$ cat config.mk
export PLATFORM = sky130hd
export DESIGN_NAME = bin_to_bcd_seq
export DESIGN_NICKNAME = d
export VERILOG_FILES = /design/src/rtl/bin_to_bcd_seq.sv
export SDC_FILE = /design/constraint.sdc
export NUM_CORES = 1
export LEC_CHECK = 0
export ABC_AREA = 1
export CAP_MARGIN = 20
export CORE_AREA = 2 2 76 78
export DETAILED_ROUTE_END_ITERATION = 8
export DIE_AREA = 0 0 78 80
export GPL_ROUTABILITY_DRIVEN = 0
export PLACE_DENSITY = 0.75
export SYNTH_ARGS = -nofsm -noshare
export SYNTH_HDL_FRONTEND = slang
export SYNTH_SLANG_ARGS = --single-unit
export TNS_END_PERCENT = 100
$ cat constraint.sdc
create_clock -name clk -period 1.2 [get_ports clk]
set_input_delay 0.24 -clock clk [delete_from_list [all_inputs] [get_ports clk]]
set_output_delay 0.24 -clock clk [all_outputs]
set_load 0.02 [all_outputs]
$ cat src/rtl/bin_to_bcd_seq.sv
// bin_to_bcd_seq
//   Sequential binary-to-BCD converter (shift-add-3 / double-dabble).
//   Feeds the four digit inputs of the seven-segment display driver and
//   holds the last result stable between conversions.
//
// Handshake: a request is accepted on a rising edge where start = 1 and the
//   FSM is in IDLE (busy = 0). While busy = 1, start is ignored, not queued.
//   busy is high from the accept edge until the final shift step. On the
//   final step, done pulses for one cycle and busy is low. A new start may
//   therefore be presented in the done cycle.
//
// Ports:
//   clk    in   system clock, rising edge
//   reset  in   synchronous active-high reset
//   start  in   conversion request (sampled only in IDLE)
//   bin    in   W-bit unsigned value, captured on accept
//   d3..d0 out  BCD thousands/hundreds/tens/ones, registered
//   busy   out  conversion in progress
//   done   out  one-cycle pulse when d3..d0/ovf update
//   ovf    out  last converted value exceeded 9999 (shown as 9999)
module bin_to_bcd_seq #(
  parameter int W = 14
) (
  input  logic         clk,
  input  logic         reset,
  input  logic         start,
  input  logic [W-1:0] bin,
  output logic [3:0]   d3,
  output logic [3:0]   d2,
  output logic [3:0]   d1,
  output logic [3:0]   d0,
  output logic         busy,
  output logic         done,
  output logic         ovf
);

  localparam logic [0:0] S_IDLE  = 1'b0;
  localparam logic [0:0] S_SHIFT = 1'b1;

  // FSM state, kept as a named signal so checkers can bind to it.
  logic [0:0]   state;
  logic [W-1:0] bin_work;
  logic [15:0]  bcd;
  logic [3:0]   cnt;
  logic         ovf_pend;

  logic [13:0]  bin_ext;
  logic         ovf_in;
  logic [W-1:0] bin_cap;
  logic [15:0]  bcd_adj;
  logic [15:0]  bcd_next;

  // Only a 14-bit input can exceed 9999; narrower inputs top out at 8191.
  assign bin_ext = 14'(bin);
  assign ovf_in  = (W == 14) && (bin_ext > 14'd9999);
  assign bin_cap = ovf_in ? W'(14'd9999) : bin;

  // Add 3 to every nibble >= 5 (no carry between nibbles), then shift the
  // next binary bit into the BCD accumulator.
  always_comb begin
    bcd_adj = bcd;
    for (int i = 0; i < 4; i++) begin
      if (bcd[i*4 +: 4] >= 4'd5) begin
        bcd_adj[i*4 +: 4] = bcd[i*4 +: 4] + 4'd3;
      end
    end
    bcd_next = {bcd_adj[14:0], bin_work[W-1]};
  end

  always_ff @(posedge clk) begin
    if (reset) begin
      state    <= S_IDLE;
      bin_work <= '0;
      bcd      <= '0;
      cnt      <= '0;
      ovf_pend <= 1'b0;
      d3       <= '0;
      d2       <= '0;
      d1       <= '0;
      d0       <= '0;
      busy     <= 1'b0;
      done     <= 1'b0;
      ovf      <= 1'b0;
    end else begin
      done <= 1'b0;
      case (state)
        S_IDLE: begin
          if (start) begin
            bin_work <= bin_cap;
            bcd      <= '0;
            cnt      <= 4'(W);
            ovf_pend <= ovf_in;
            busy     <= 1'b1;
            state    <= S_SHIFT;
          end
        end
        S_SHIFT: begin
          bcd      <= bcd_next;
          bin_work <= {bin_work[W-2:0], 1'b0};
          cnt      <= cnt - 4'd1;
          if (cnt == 4'd1) begin
            // Final step: publish the post-step digits in one update.
            d3    <= bcd_next[15:12];
            d2    <= bcd_next[11:8];
            d1    <= bcd_next[7:4];
            d0    <= bcd_next[3:0];
            ovf   <= ovf_pend;
            done  <= 1'b1;
            busy  <= 1'b0;
            state <= S_IDLE;
          end
        end
        default: begin
          state <= S_IDLE;
          busy  <= 1'b0;
        end
      endcase
    end
  end

endmodule

# ---- Word-level counts from Yosys, hierarchy flattened
# Index checks and enable logic that the tools add are counted.
dict set report classes {
  n_addsub 5
  n_lt_le_gt_ge 5
  eq_ne 3
  muxes 18
  bitwise 1
  reduce_logical 4
}
# operator count
set op_table {}
lappend op_table {{16-bit one-hot mux with 2 select lines} 1}
lappend op_table {{14-bit 2-to-1 mux} 2}
lappend op_table {{14-bit one-hot mux with 2 select lines} 1}
lappend op_table {{4-bit by 3-bit greater-or-equal comparator with 1-bit output (second input constant)} 4}
lappend op_table {{16-bit 2-to-1 mux} 1}
lappend op_table {{4-bit 2-to-1 mux} 4}
lappend op_table {{14-bit greater-than comparator (second input constant)} 1}
lappend op_table {{4-bit by 2-bit adder with 4-bit output (second input constant)} 3}
lappend op_table {{4-bit one-hot mux with 2 select lines} 1}
lappend op_table {{2-bit AND reduction} 3}
lappend op_table {{1-bit 2-to-1 mux} 5}
lappend op_table {{4-bit by 1-bit equality test with 1-bit output (second input constant)} 1}
lappend op_table {{1-bit one-hot mux with 2 select lines} 2}
lappend op_table {{4-bit by 1-bit subtractor with 4-bit output (second input constant)} 1}
lappend op_table {{3-bit by 2-bit adder with 3-bit output (second input constant)} 1}
lappend op_table {{3-bit 2-to-1 mux} 1}
lappend op_table {{2-bit by 1-bit != test with 1-bit output (second input constant)} 1}
lappend op_table {{2-bit != test (second input constant)} 1}
lappend op_table {{2-bit OR reduction} 1}
lappend op_table {{1-bit NOT} 1}
dict set report totals {
  ff_bits 55
  in_bits 17
  elab_cells 48
}

# ---- Logic depth before layout (Yosys ltp)
# Gate-level depths: netlist (run 1).
dict set report depth {
  ltp_word 4
  mapped_depth 8
}

# ---- Least setup slack after synthesis (run 1)
# Ideal clock, no wire load.
dict set report synth_timing {
  path_type {reg2reg}
  startpoint {register bcd[0]}
  endpoint {register bcd[1]}
  arrival_ns 1.066
  required_ns 1.068
  setup_slack_ns 0.001
  stages_incl_launch_ff 9
  n_path_buf 0
  period_less_slack_ns 1.199
  cell_sequence {dfxtp_1 -> inv_1 -> ha_1 -> inv_1 -> nand2_1 -> nand3_1 -> nand2_1 -> nand3_1 -> a21oi_1}
}
dict set report synth_between {
  elab_chain_len 3
}
# element line
set synth_lines {}
lappend synth_lines {{start: declaration} 43} ;# logic [15:0] bcd;
lappend synth_lines {{start signal: assignment} 98} ;# bcd <= bcd_next;
lappend synth_lines {{4-bit by 2-bit adder with 4-bit output / 4-bit by 3-bit greater-or-equal comparator with 1-bit output (equally long branches)} {64, 63}}
lappend synth_lines {{4-bit 2-to-1 mux *} 63} ;# if (bcd[i*4 +: 4] >= 4'd5) begin
lappend synth_lines {{16-bit one-hot mux with 2 select lines *} 86} ;# case (state)
# Every way passes the cells marked *; elsewhere a longest branch is shown, timed or not.
# A chain may end at the register's enable or synchronous reset.

# ---- Worst setup path after layout (run 1)
dict set report layout_timing {
  startpoint {register state}
  endpoint {register bcd[9]}
}
dict set report layout_between {
  elab_chain_len 2
}
# element line
set layout_lines {}
lappend layout_lines {{start: declaration} 41} ;# logic [0:0] state;
lappend layout_lines {{start signal: assignment} 72} ;# state <= S_IDLE;
lappend layout_lines {{start signal: assignment} 94} ;# state <= S_SHIFT;
lappend layout_lines {{start signal: assignment} 110} ;# state <= S_IDLE;
lappend layout_lines {{1-bit NOT (no source line)} n/a}
lappend layout_lines {{16-bit one-hot mux with 2 select lines / 2-bit != test (equally long branches)} n/a}
# Several ways; a longest one is shown, not always the timed one.

==> results of run 1 <==
power by group through the flow:
stage / clock, mW / combinational (mW) / sequential (mW)
after global routing: 1.31 / 0.566 / 1.92
after CTS: 1.22 / 0.441 / 1.92
after global placement: 0 / 0.419 / 1.96
final: 1.22 / 0.517 / 1.92
after floorplan: 0 / 0.239 / 1.95
after detailed placement: 0 / 0.431 / 1.96
metal layers:
metal / routed length, microns / global-route usage / up-vias
met4: 97 / 0.0772 / 0
met5: 0 / 0 / -
met3: 283 / 0.0373 / 11
met1: 2970 / 0.257 / 1247
li1: - / - / 1338
met2: 3750 / 0.361 / 59
stage by stage:
stage | utilization | hold WS, ns | power, mW | setup TNS [ns] | area (sq um)
6_report | 0.703 | 0.430 | 3.65 | -0.199 | 3800
5_1_grt | 0.703 | 0.467 | 3.80 | -2.54 | 3800
4_1_cts | 0.644 | 0.467 | 3.58 | 0 | 3480
3_5_place_dp | 0.604 | 0.459 | 2.39 | -11.20 | 3260
3_3_place_gp | 0.604 | 0.453 | 2.38 | -9.33 | 3260
2_1_floorplan | - | 0.413 | 2.19 | 0 | 2610
flip-flops by register name (all words and copies together), names as in the netlist:
name      flops
bin_work     14
d1            4
d2            4
d3            4
d0            4
state         1
ovf           1
bcd          16
cnt           4
busy          1
ovf_pend      1
done          1
cells by family (layout without fill, tap and decap cells):
kind of cell               Yosys count  after routing  share of synthesized area
buffers and inverters               51            131                     0.0839
DFF                                 55             55                      0.422
muxes                                3              3                     0.0115
adders and majority gates           10             10                     0.0480
AOI/OAI and AO/OA                   56             56                      0.115
and+or+nand+nor                    183            183                      0.320
cell usage in the layout (no fill, tap or decap), drive strengths merged:
cell           netlist  layout
dlymetal6s2s         0       1
a31oi                2       2
o21ai               12      12
inv                 36      36
mux2i                3       3
a221oi               1       1
clkbuf               5      18
nor2                18      18
a21oi               36      36
ha                  10      10
dfxtp               55      55
nand4                8       8
nand3               51      51
clkdlybuf4s50        0      15
a22oi                4       4
a211oi               1       1
clkdlybuf4s15        0       4
nand2              106     106
bufinv               0       1
buf                 10      56
worst paths after layout:
path	to	slack [ns]	depth (start not counted)
worst min-delay path	cnt[0]$_SDFFE_PP0P_	0.43	4
worst max-delay path	bcd[9]$_SDFFE_PP0P_	-0.03	6
worst max register to register	bcd[9]$_SDFFE_PP0P_	-0.03	6
worst min register to register	cnt[0]$_SDFFE_PP0P_	0.47	1
worst register-to-register path, cell delays in order (launching register included):
cell	delay, ns
dfxtp_2	0.35
buf_12	0.14
nor2_4	0.25
buf_6	0.16
buf_4	0.11
nand2_1	0.05
a21oi_1	0.11
final cells by class:
| type | count | share of cell area |
|---|---|---|
| Clock inverter | 1 | 0.00791 |
| Tap cell | 72 | 0.0237 |
| Multi-Input combinational cell | 252 | 0.413 |
| Clock buffer | 6 | 0.0191 |
| Inverter | 36 | 0.0382 |
| Sequential cell | 55 | 0.295 |
| Timing Repair Buffer | 88 | 0.204 |
what timing repair did:
action / in CTS / in global routing
cloned: 0 / 2
resized for setup: 65 / 108
setup buffers: 4 / 9
pin swaps: 3 / 40
setup endpoints to repair: 52 / 61
==> metrics.txt, run 1 <==
outcome=complete, but fails checks; violated checks=negative setup slack; Die Span Y=80 microns; net switching component of the power=around 910 uW; Area Growth Syn to Fin=45.6%; setup repair after global routing missed its margin=yes; part of the power in combinational logic=0.142; num rows=27; vias in the first global route=between 2k and 2.5k; H-tree levels=2; GRT Residual Overflow=0; Worst Setup Path Type=flop to flop; CP Launch Type=flop; Lkg Pwr=1.76 nW; CTS sink count=55; internal power=between 2 and 3 mW; ratio of cells with drive above 1 in the final layout=0.400; CP Cell Sequence=buf_12 -> nor2_4 -> buf_6 -> buf_4 -> nand2_1 -> a21oi_1; most common cell in the synthesized netlist=nand2_1; Achievable Freq=roughly 800 MHz; vias per cell=5.21; final hold violation count=0; number of buffers inserted by port buffering=35; die area=around 6200 sq um; CTS Root Cell=clkbuf_8; Core ar.=~5400 sq um; starting density of the core=0.483; total CTS buffers=5; Register Area=~1100 sq um; Max Slew Vio Count=0; Iter 0 DRT Violations=154; cell taking the most area after synthesis=dfxtp_1; DRC viols=0; Post-Layout Cell Count=510; Min-Delay Path Class=input port to flop; main flop type after synthesis=dfxtp_1; GRT Resource Usage Total=0.208; Final WS setup=-0.0268 ns; min-delay src=start; I/O Pins=36; Sequential Power Share=0.525; dpl cells=488; number of enable flip-flop cells after synthesis=0; FF+latch count, synth=55; Syn Inst Count=around 360; wirelength, routed=7.10 mm; peak supply drop=0.635 mV; Final Skew=between 0.005 and 0.006 ns; CP max-delay cell=dfxtp_2; PD cells=962 nW/um^2; asr flop ratio synth=0; Antenna Diode Count=0; Slew HR=0.759; register area share after synthesis=0.422; Final Cycle Share=1.02; syn_area_per_cell=7.29 sq um; WP data required=1.44 ns; worst slack, placed=-0.278 ns; critical path's largest stage delay=0.35 ns; Arr. time, crit path=approximately 1.5 ns; Clock power frac=0.334; initial antenna violation count=0; synth unique cells=26; reg-to-reg startpoint=state$_SDFF_PP0_; ANT nets after route=0; hpwl dp=between 4 and 5 mm; critical path's top delay family=buffers and inverters; Routed WL per cell=around 14 microns; Reg clk slew, reported paths=roughly 0.09 ns; Vias=2655; CP startpoint=state$_SDFF_PP0_; Slew @ Worst Pin=0.361 ns; Buf+Inv Stages, Crit Path=3; FILL cells=about 430; Post-Syn Area=roughly 2600 sq um; Worst-Skew Late Latency=about 0.31 ns; pin count of the biggest net entering global routing=19; die width=between 70 and 80 microns; drt pass-1 iters=4; switch share=0.250; Ys Warns=0; share of the synthesized area in the top cell type=0.422; Max-cap violations=0; Synth top cells by count=nand2_1, dfxtp_1, nand3_1; Synth Net Count=just under 400; Worst Setup End Kind=flop; Hold-fix buffers, CTS=0; Max clock buf depth=2; Max FO, Critical Path=8; multi-input combinational cell area=around 1600 sq um; Net count, final=465; CTS tree=yes; # setup viols final=14; top post-synthesis cells by area=dfxtp_1, nand2_1, nand3_1, a21oi_1, ha_1; first-pass GRT wire length=about 10 mm; minimum clock period=approximately 1.2 ns
Note: power is estimated with default switching activity, not from simulation.
==> inputs of run 2 (changes only) <==
- ABC_AREA: 1 -> 0
- PLACE_DENSITY: 0.75 -> 0.74
==> metrics.txt, run 2 <==
outcome=complete, but fails checks (unchanged); violated checks=negative setup slack (unchanged); Worst Setup Path Type=flop to flop (unchanged); Max clock buf depth=2 (unchanged); post-route cell area=4280 sq um (was 3800 sq um); RR Endpoint=d0[1]$_SDFFE_PP0P_ (was bcd[9]$_SDFFE_PP0P_); CTS sink count=55 (unchanged); Iter 0 DRT Violations=168 (was 154); GRT Residual Overflow=0 (unchanged); main combinational cell family by area after synthesis=simple AND/OR/NAND/NOR gates (unchanged); R2R depth=7 (was 6); top flop regs=bcd (16), bin_work (14) (unchanged); cell taking the most area after synthesis=dfxtp_1 (unchanged); Post-Syn Area=2600 sq um (was 2610 sq um); setup slack, reg-to-reg=-0.25 ns (was -0.03 ns); Max FO, Critical Path=3 (was 8); Tot Pwr=3.74 mW (was 3.65 mW); Final Skew=0.0120 ns (was 0.00531 ns); wirelength, routed=8.43 mm (was 7.10 mm); ANT nets after route=0 (unchanged); Arr. time, crit path=1.69 ns (was 1.47 ns); Core Util, Final=0.791 (was 0.703); total CTS buffers=5 (unchanged); Achievable Freq=688 MHz (was 815 MHz); Ys Warns=0 (unchanged); CTS tree=yes (unchanged); num rows=27 (unchanged); Antenna Diode Count=0 (unchanged); Worst-Skew Late Latency=0.32 ns (was 0.31 ns); Synth top cells by count=dfxtp_1, nor2_1, a21oi_1 (was nand2_1, dfxtp_1, nand3_1); vias per cell=5.63 (was 5.21); worst hold path stage count=2 (was 4); reg-to-reg startpoint=bcd[1]$_SDFFE_PP0P_ (was state$_SDFF_PP0_); Final WS setup=-0.254 ns (was -0.0268 ns); final hold violation count=0 (unchanged); minimum clock period=1.45 ns (was 1.23 ns); Hold-fix buffers, CTS=0 (unchanged); pin count of the biggest net entering global routing=17 (was 19); Syn Inst Count=292 (was 358); setup repair after global routing missed its margin=yes (unchanged); number of enable flip-flop cells after synthesis=0 (unchanged); Slew HR=0.677 (was 0.759); die width=78 microns (unchanged); WHS Endpoint=cnt[0]$_SDFFE_PP0P_ (unchanged); Reg clk slew, reported paths=0.11 ns (was 0.09 ns); main flop type after synthesis=dfxtp_1 (unchanged); drt pass-1 iters=7 (was 4); Routed WL per cell=17.7 microns (was 13.9 microns); Net count, final=430 (was 465); Compound-Gate Fraction of Synth Area=0.203 (was 0.115); CP Launch Type=flop (unchanged); hpwl dp=4.50 mm (was 4.48 mm); DP Area=3580 sq um (was 3260 sq um); register area share after synthesis=0.424 (was 0.422); leading cell types in the layout, fill and taps excluded=buf_4, dfxtp_1, a21oi_1 (was nand2_1, dfxtp_1, buf_4); asr flop ratio synth=0 (unchanged); Final Cycle Share=1.21 (was 1.02); DRC viols=0 (unchanged); Slew @ Worst Pin=0.484 ns (was 0.361 ns); WP data required=1.43 ns (was 1.44 ns); Min-Delay Path Class=input port to flop (unchanged); die area=6240 sq um (unchanged); Die Span Y=80 microns (unchanged); Max Slew Vio Count=0 (unchanged); initial antenna violation count=0 (unchanged); xor/xnor cell area share of the yosys netlist=0.0135 (was 0); # setup viols final=35 (was 14); syn_area_per_cell=8.89 sq um (was 7.29 sq um); adder-cell share of the synthesized area=0.0482 (was 0.0480); PD cells=875 nW/um^2 (was 962 nW/um^2); number of buffers inserted by port buffering=35 (unchanged); ratio of cells with drive above 1 in the final layout=0.505 (was 0.400); I/O Pins=36 (unchanged); min-delay src=reset (was start); share of the synthesized area in the top cell type=0.424 (was 0.422); starting density of the core=0.480 (was 0.483); commonest non-fill, non-tap cell in the layout=buf_4 (was nand2_1); peak supply drop=0.549 mV (was 0.635 mV); max reg flops=16 (unchanged); Core ar.=5410 sq um (unchanged); vias in the first global route=2404 (was 2328); Post-Synth Simple-Gate Area=0.206 (was 0.320); Worst Setup End Kind=flop (unchanged); CTS Root Cell=clkbuf_8 (unchanged); mux share of post-synthesis cell area=0.0506 (was 0.0115); FF+latch count, synth=55 (unchanged); GRT Resource Usage Total=0.238 (was 0.208); Vias=2682 (was 2655); H-tree levels=2 (unchanged); Area Growth Syn to Fin=64.7% (was 45.6%); most common cell in the synthesized netlist=dfxtp_1 (was nand2_1); first-pass GRT wire length=11.8 mm (was 10.5 mm); hold slack=0.302 ns (was 0.430 ns); top post-synthesis cells by area=dfxtp_1, a21oi_1, ha_1, mux2i_1, nor3b_1 (was dfxtp_1, nand2_1, nand3_1, a21oi_1, ha_1); synth unique cells=39 (was 26); Top reg by flops=bcd (unchanged); Synth Net Count=319 (was 385); Lkg Pwr=1.76 nW (about the same); Max-cap violations=0 (unchanged)
run 2: changes by cell type after synthesis, moves of 12 or more:
cell,before,now
nand2_1,104,18
nor2_1,13,27
o21ai_0,7,19
inv_1,33,13
nor3b_1,0,16
nand3_1,47,6
run 2: per-stage QoR:
step | std cells | setup WS [ns] | setup TNS (ns)
after global routing | 476 | -0.304 | -5.15
after CTS | 462 | -0.234 | -2.31
after global placement | 441 | -0.394 | -9.86
final | 476 | -0.254 | -3.42
after detailed placement | 441 | -0.485 | -12.20
after floorplan | 292 | -0.0787 | -0.326
run 2: cell type report:
cell class | instances | area (sq um)
fillers | 320 | 1130
flip-flops and latches | 55 | 1130
clock buffers | 7 | 86.3
inverters | 13 | 63.8
clock inverters | 1 | 5.00
multi-input cells | 207 | 1790
repair buffers | 121 | 1110
well taps | 72 | 90.1
run 2: worst max-delay path by stage:
stage	startpoint	to	slack, ns	cells past startpoint
after floorplan	bcd[13]$_SDFFE_PP0P_	bcd[14]$_SDFFE_PP0P_	-0.08	6
after global placement	start	bin_work[9]$_SDFFE_PP0P_	-0.39	5
after detailed placement	start	bin_work[0]$_SDFFE_PP0P_	-0.48	5
after CTS	bcd[1]$_SDFFE_PP0P_	d0[1]$_SDFFE_PP0P_	-0.23	7
after global routing	bcd[1]$_SDFFE_PP0P_	d0[1]$_SDFFE_PP0P_	-0.30	7
final	bcd[1]$_SDFFE_PP0P_	d0[1]$_SDFFE_PP0P_	-0.25	7
run 2: cell families after synthesis:
kind of cell | Yosys count
AO/OA/AOI/OAI | 80
AND/OR/NAND/NOR | 100
multiplexers | 13
adder cells (fa/ha/maj) | 10
buffers and inverters | 30
flip-flops | 55
XOR/XNOR | 4
run 2: per-layer routing:
| layer | track usage | vias to the layer above | share of wire |
|---|---|---|---|
| met5 | 0 | - | 0 |
| met4 | 0.0614 | 0 | 0.034 |
| met3 | 0.0430 | 33 | 0.056 |
| met2 | 0.416 | 121 | 0.50 |
| met1 | 0.304 | 1269 | 0.41 |
| li1 | - | 1259 | - |
run 2: power by group:
group          switching [mW]  internal (mW)
Sequential             0.0523           1.88
Combinational           0.335          0.370
Clock                   0.633          0.468
run 2: worst max-delay path, stage by stage (launching register included):
cell      delay, ns
dfxtp_2        0.37
inv_4          0.05
ha_4           0.14
nand2b_4       0.13
a21o_1         0.19
xnor2_1        0.15
buf_4          0.15
o31ai_2        0.17
run 2: timing repair:
action | 4_1_cts | 5_1_grt
buffers inserted | 10 | 13
setup endpoints to repair | 64 | 57
gates resized for setup | 86 | 76
pin swaps | 12 | 28
gates cloned | 3 | 2
hold endpoints to repair | 0 | 0
==> inputs of run 3 (changes only) <==
- HOLD_SLACK_MARGIN: unset -> 0.12
- REMOVE_ABC_BUFFERS: unset -> 1
==> metrics.txt, run 3 (synthesized netlist as in run 2, its figures left out) <==
outcome=complete, but fails checks (unchanged); violated checks=negative setup slack (unchanged); minimum clock period=1.42 ns (was 1.45 ns); Worst-Skew Late Latency=0.31 ns (was 0.32 ns); H-tree levels=2 (unchanged); Final WS setup=-0.223 ns (was -0.254 ns); Max Slew Vio Count=0 (unchanged); WP data required=1.46 ns (was 1.43 ns); internal power=2.84 mW (was 2.72 mW); number of buffers inserted by port buffering=35 (unchanged); Max clock buf depth=2 (unchanged); Min-Delay Path Class=input port to flop (unchanged); Buf+Inv Stages, Crit Path=1 (was 2); Lkg Pwr=1.70 nW (was 1.76 nW); switch share=0.254 (was 0.273); CTS tree=yes (unchanged); hpwl dp=4.19 mm (was 4.50 mm); DRC viols=0 (unchanged); Crit. path cell count=6 (was 7); worst hold path stage count=3 (was 2); final hold violation count=0 (unchanged); FILL cells=365 (was 320); Antenna Diode Count=0 (unchanged); wirelength, routed=8.01 mm (was 8.43 mm); Worst Setup Path Type=flop to flop (unchanged); net switching component of the power=967 uW (was 1.02 mW); Die Span Y=80 microns (unchanged); Clock power frac=0.318 (was 0.294); setup repair after global routing missed its margin=yes (unchanged); Slew HR=0.700 (was 0.677); drt pass-1 iters=4 (was 7); leading cell types in the layout, fill and taps excluded=buf_4, dfxtp_1, a21oi_1, nor2_1, nand2_1 (was buf_4, dfxtp_1, a21oi_1); Reg clk slew, reported paths=0.10 ns (was 0.11 ns); Tot Pwr=3.80 mW (was 3.74 mW); CTS Root Cell=clkbuf_8 (unchanged); Net count, final=418 (was 430); Arr. time, crit path=1.68 ns (was 1.69 ns); PD cells=927 nW/um^2 (was 875 nW/um^2); Max-cap violations=0 (unchanged); ANT nets after route=0 (unchanged); Slew @ Worst Pin=0.450 ns (was 0.484 ns); ratio of cells with drive above 1 in the final layout=0.494 (was 0.505); part of the power in combinational logic=0.172 (was 0.188); Routed WL per cell=17.3 microns (was 17.7 microns); critical path's largest stage delay=0.40 ns (was 0.37 ns); first-pass GRT wire length=11.2 mm (was 11.8 mm); Max FO, Critical Path=4 (was 3); CP max-delay cell=dfxtp_4 (was dfxtp_2); CP startpoint=bcd[4]$_SDFFE_PP0P_ (was bcd[1]$_SDFFE_PP0P_); top flop regs=bcd (16), bin_work (14) (unchanged); Top reg by flops=bcd (unchanged); # setup viols final=31 (was 35); critical path's top delay family=flip-flops (unchanged); GRT Residual Overflow=0 (unchanged); GRT Resource Usage Total=0.225 (was 0.238); initial antenna violation count=0 (unchanged); peak supply drop=0.632 mV (was 0.549 mV); Area Growth Syn to Fin=58.1% (was 64.7%); die area=6240 sq um (unchanged); starting density of the core=0.480 (unchanged); Achievable Freq=703 MHz (was 688 MHz); max reg flops=16 (unchanged); die width=78 microns (unchanged); Core ar.=5410 sq um (unchanged); CP Cell Sequence=inv_4 -> ha_4 -> nand2b_4 -> a21o_1 -> mux2i_2 -> a22o_1 (was inv_4 -> ha_4 -> nand2b_4 -> a21o_1 -> xnor2_1 -> buf_4 -> o31ai_2); vias in the first global route=2445 (was 2404); worst slack, placed=-0.427 ns (was -0.485 ns); R2R depth=6 (was 7); reg-to-reg startpoint=bcd[4]$_SDFFE_PP0P_ (was bcd[1]$_SDFFE_PP0P_); Final Skew=0.00983 ns (was 0.0120 ns); I/O Pins=36 (unchanged); vias per cell=5.54 (was 5.63); min-delay src=bin[7] (was reset); pin count of the biggest net entering global routing=22 (was 17); Sequential Power Share=0.510 (was 0.517); CP Launch Type=flop (unchanged); commonest non-fill, non-tap cell in the layout=buf_4 (unchanged); num rows=27 (unchanged); total CTS buffers=5 (unchanged); Final Cycle Share=1.19 (was 1.21); CTS sink count=55 (unchanged); Iter 0 DRT Violations=116 (was 168); Vias=2566 (was 2682); Worst Setup End Kind=flop (unchanged)
-- run 3: cell count changes in the layout (fill, tap and decap cells not counted), moves of 3 or more --
cell	delta
buf_4	-11
buf_16	-3
clkbuf_2	+5
buf_6	+3
dlymetal6s2s_1	+3
inv_4	+3
clkdlybuf4s15_2	-3
nor2_1	+3
nor2_2	-4
-- run 3: cell type report --
class	instances	area [sq um]	share of cell area
Timing Repair Buffer	109	928	0.226
Tap cell	72	90.1	0.0220
Multi-Input combinational cell	207	1780	0.433
Inverter	13	71.3	0.0174
Sequential cell	55	1130	0.277
Clock inverter	1	30.0	0.00732
Clock buffer	6	72.6	0.0177
-- run 3: layer usage --
metal,routed length (microns),track usage
met3,329,0.0464
met5,0,0
met2,4230,0.414
met4,274,0.0544
met1,3180,0.267
-- run 3: worst paths after layout --
| kind | end | slack (ns) |
|---|---|---|
| max reg2reg | bcd[6]$_SDFFE_PP0P_ | -0.22 |
| min | bin_work[7]$_SDFFE_PP0P_ | 0.26 |
| max | bcd[6]$_SDFFE_PP0P_ | -0.22 |
| min reg2reg | d3[2]$_SDFFE_PP0P_ | 0.46 |
-- run 3: worst register-to-register path, cell delays in order, from the launching register on --
cell,delay [ns]
dfxtp_4,0.40
inv_4,0.05
ha_4,0.17
nand2b_4,0.06
a21o_1,0.19
mux2i_2,0.31
a22o_1,0.19
-- run 3: through the flow --
stage	instances	hold WS [ns]	area [sq um]	setup TNS (ns)	util
after floorplan	275	0.308	2500	-35.53	-
after CTS	451	0.337	3850	-1.99	0.712
after detailed placement	429	0.450	3290	-12.83	0.609
after global routing	463	0.277	4100	-4.50	0.759
after global placement	429	0.445	3290	-11.65	0.609
final	463	0.257	4100	-2.80	0.759
-- run 3: what timing repair did --
action	CTS	global route
buffers inserted	14	12
pin swaps	33	30
setup endpoints to repair	66	62
endpoints found under the hold margin	0	0
gates resized for setup	131	91
hold buffers	0	0
cloned	2	2
-- run 3: power by group through the flow --
stage / registers [mW] / logic [mW] / clock network, mW
after global routing: 1.95 / 0.701 / 1.28
after floorplan: 2.00 / 0.177 / 0
after detailed placement: 1.97 / 0.461 / 0
after CTS: 1.93 / 0.530 / 1.22
final: 1.94 / 0.655 / 1.21
after global placement: 1.97 / 0.451 / 0
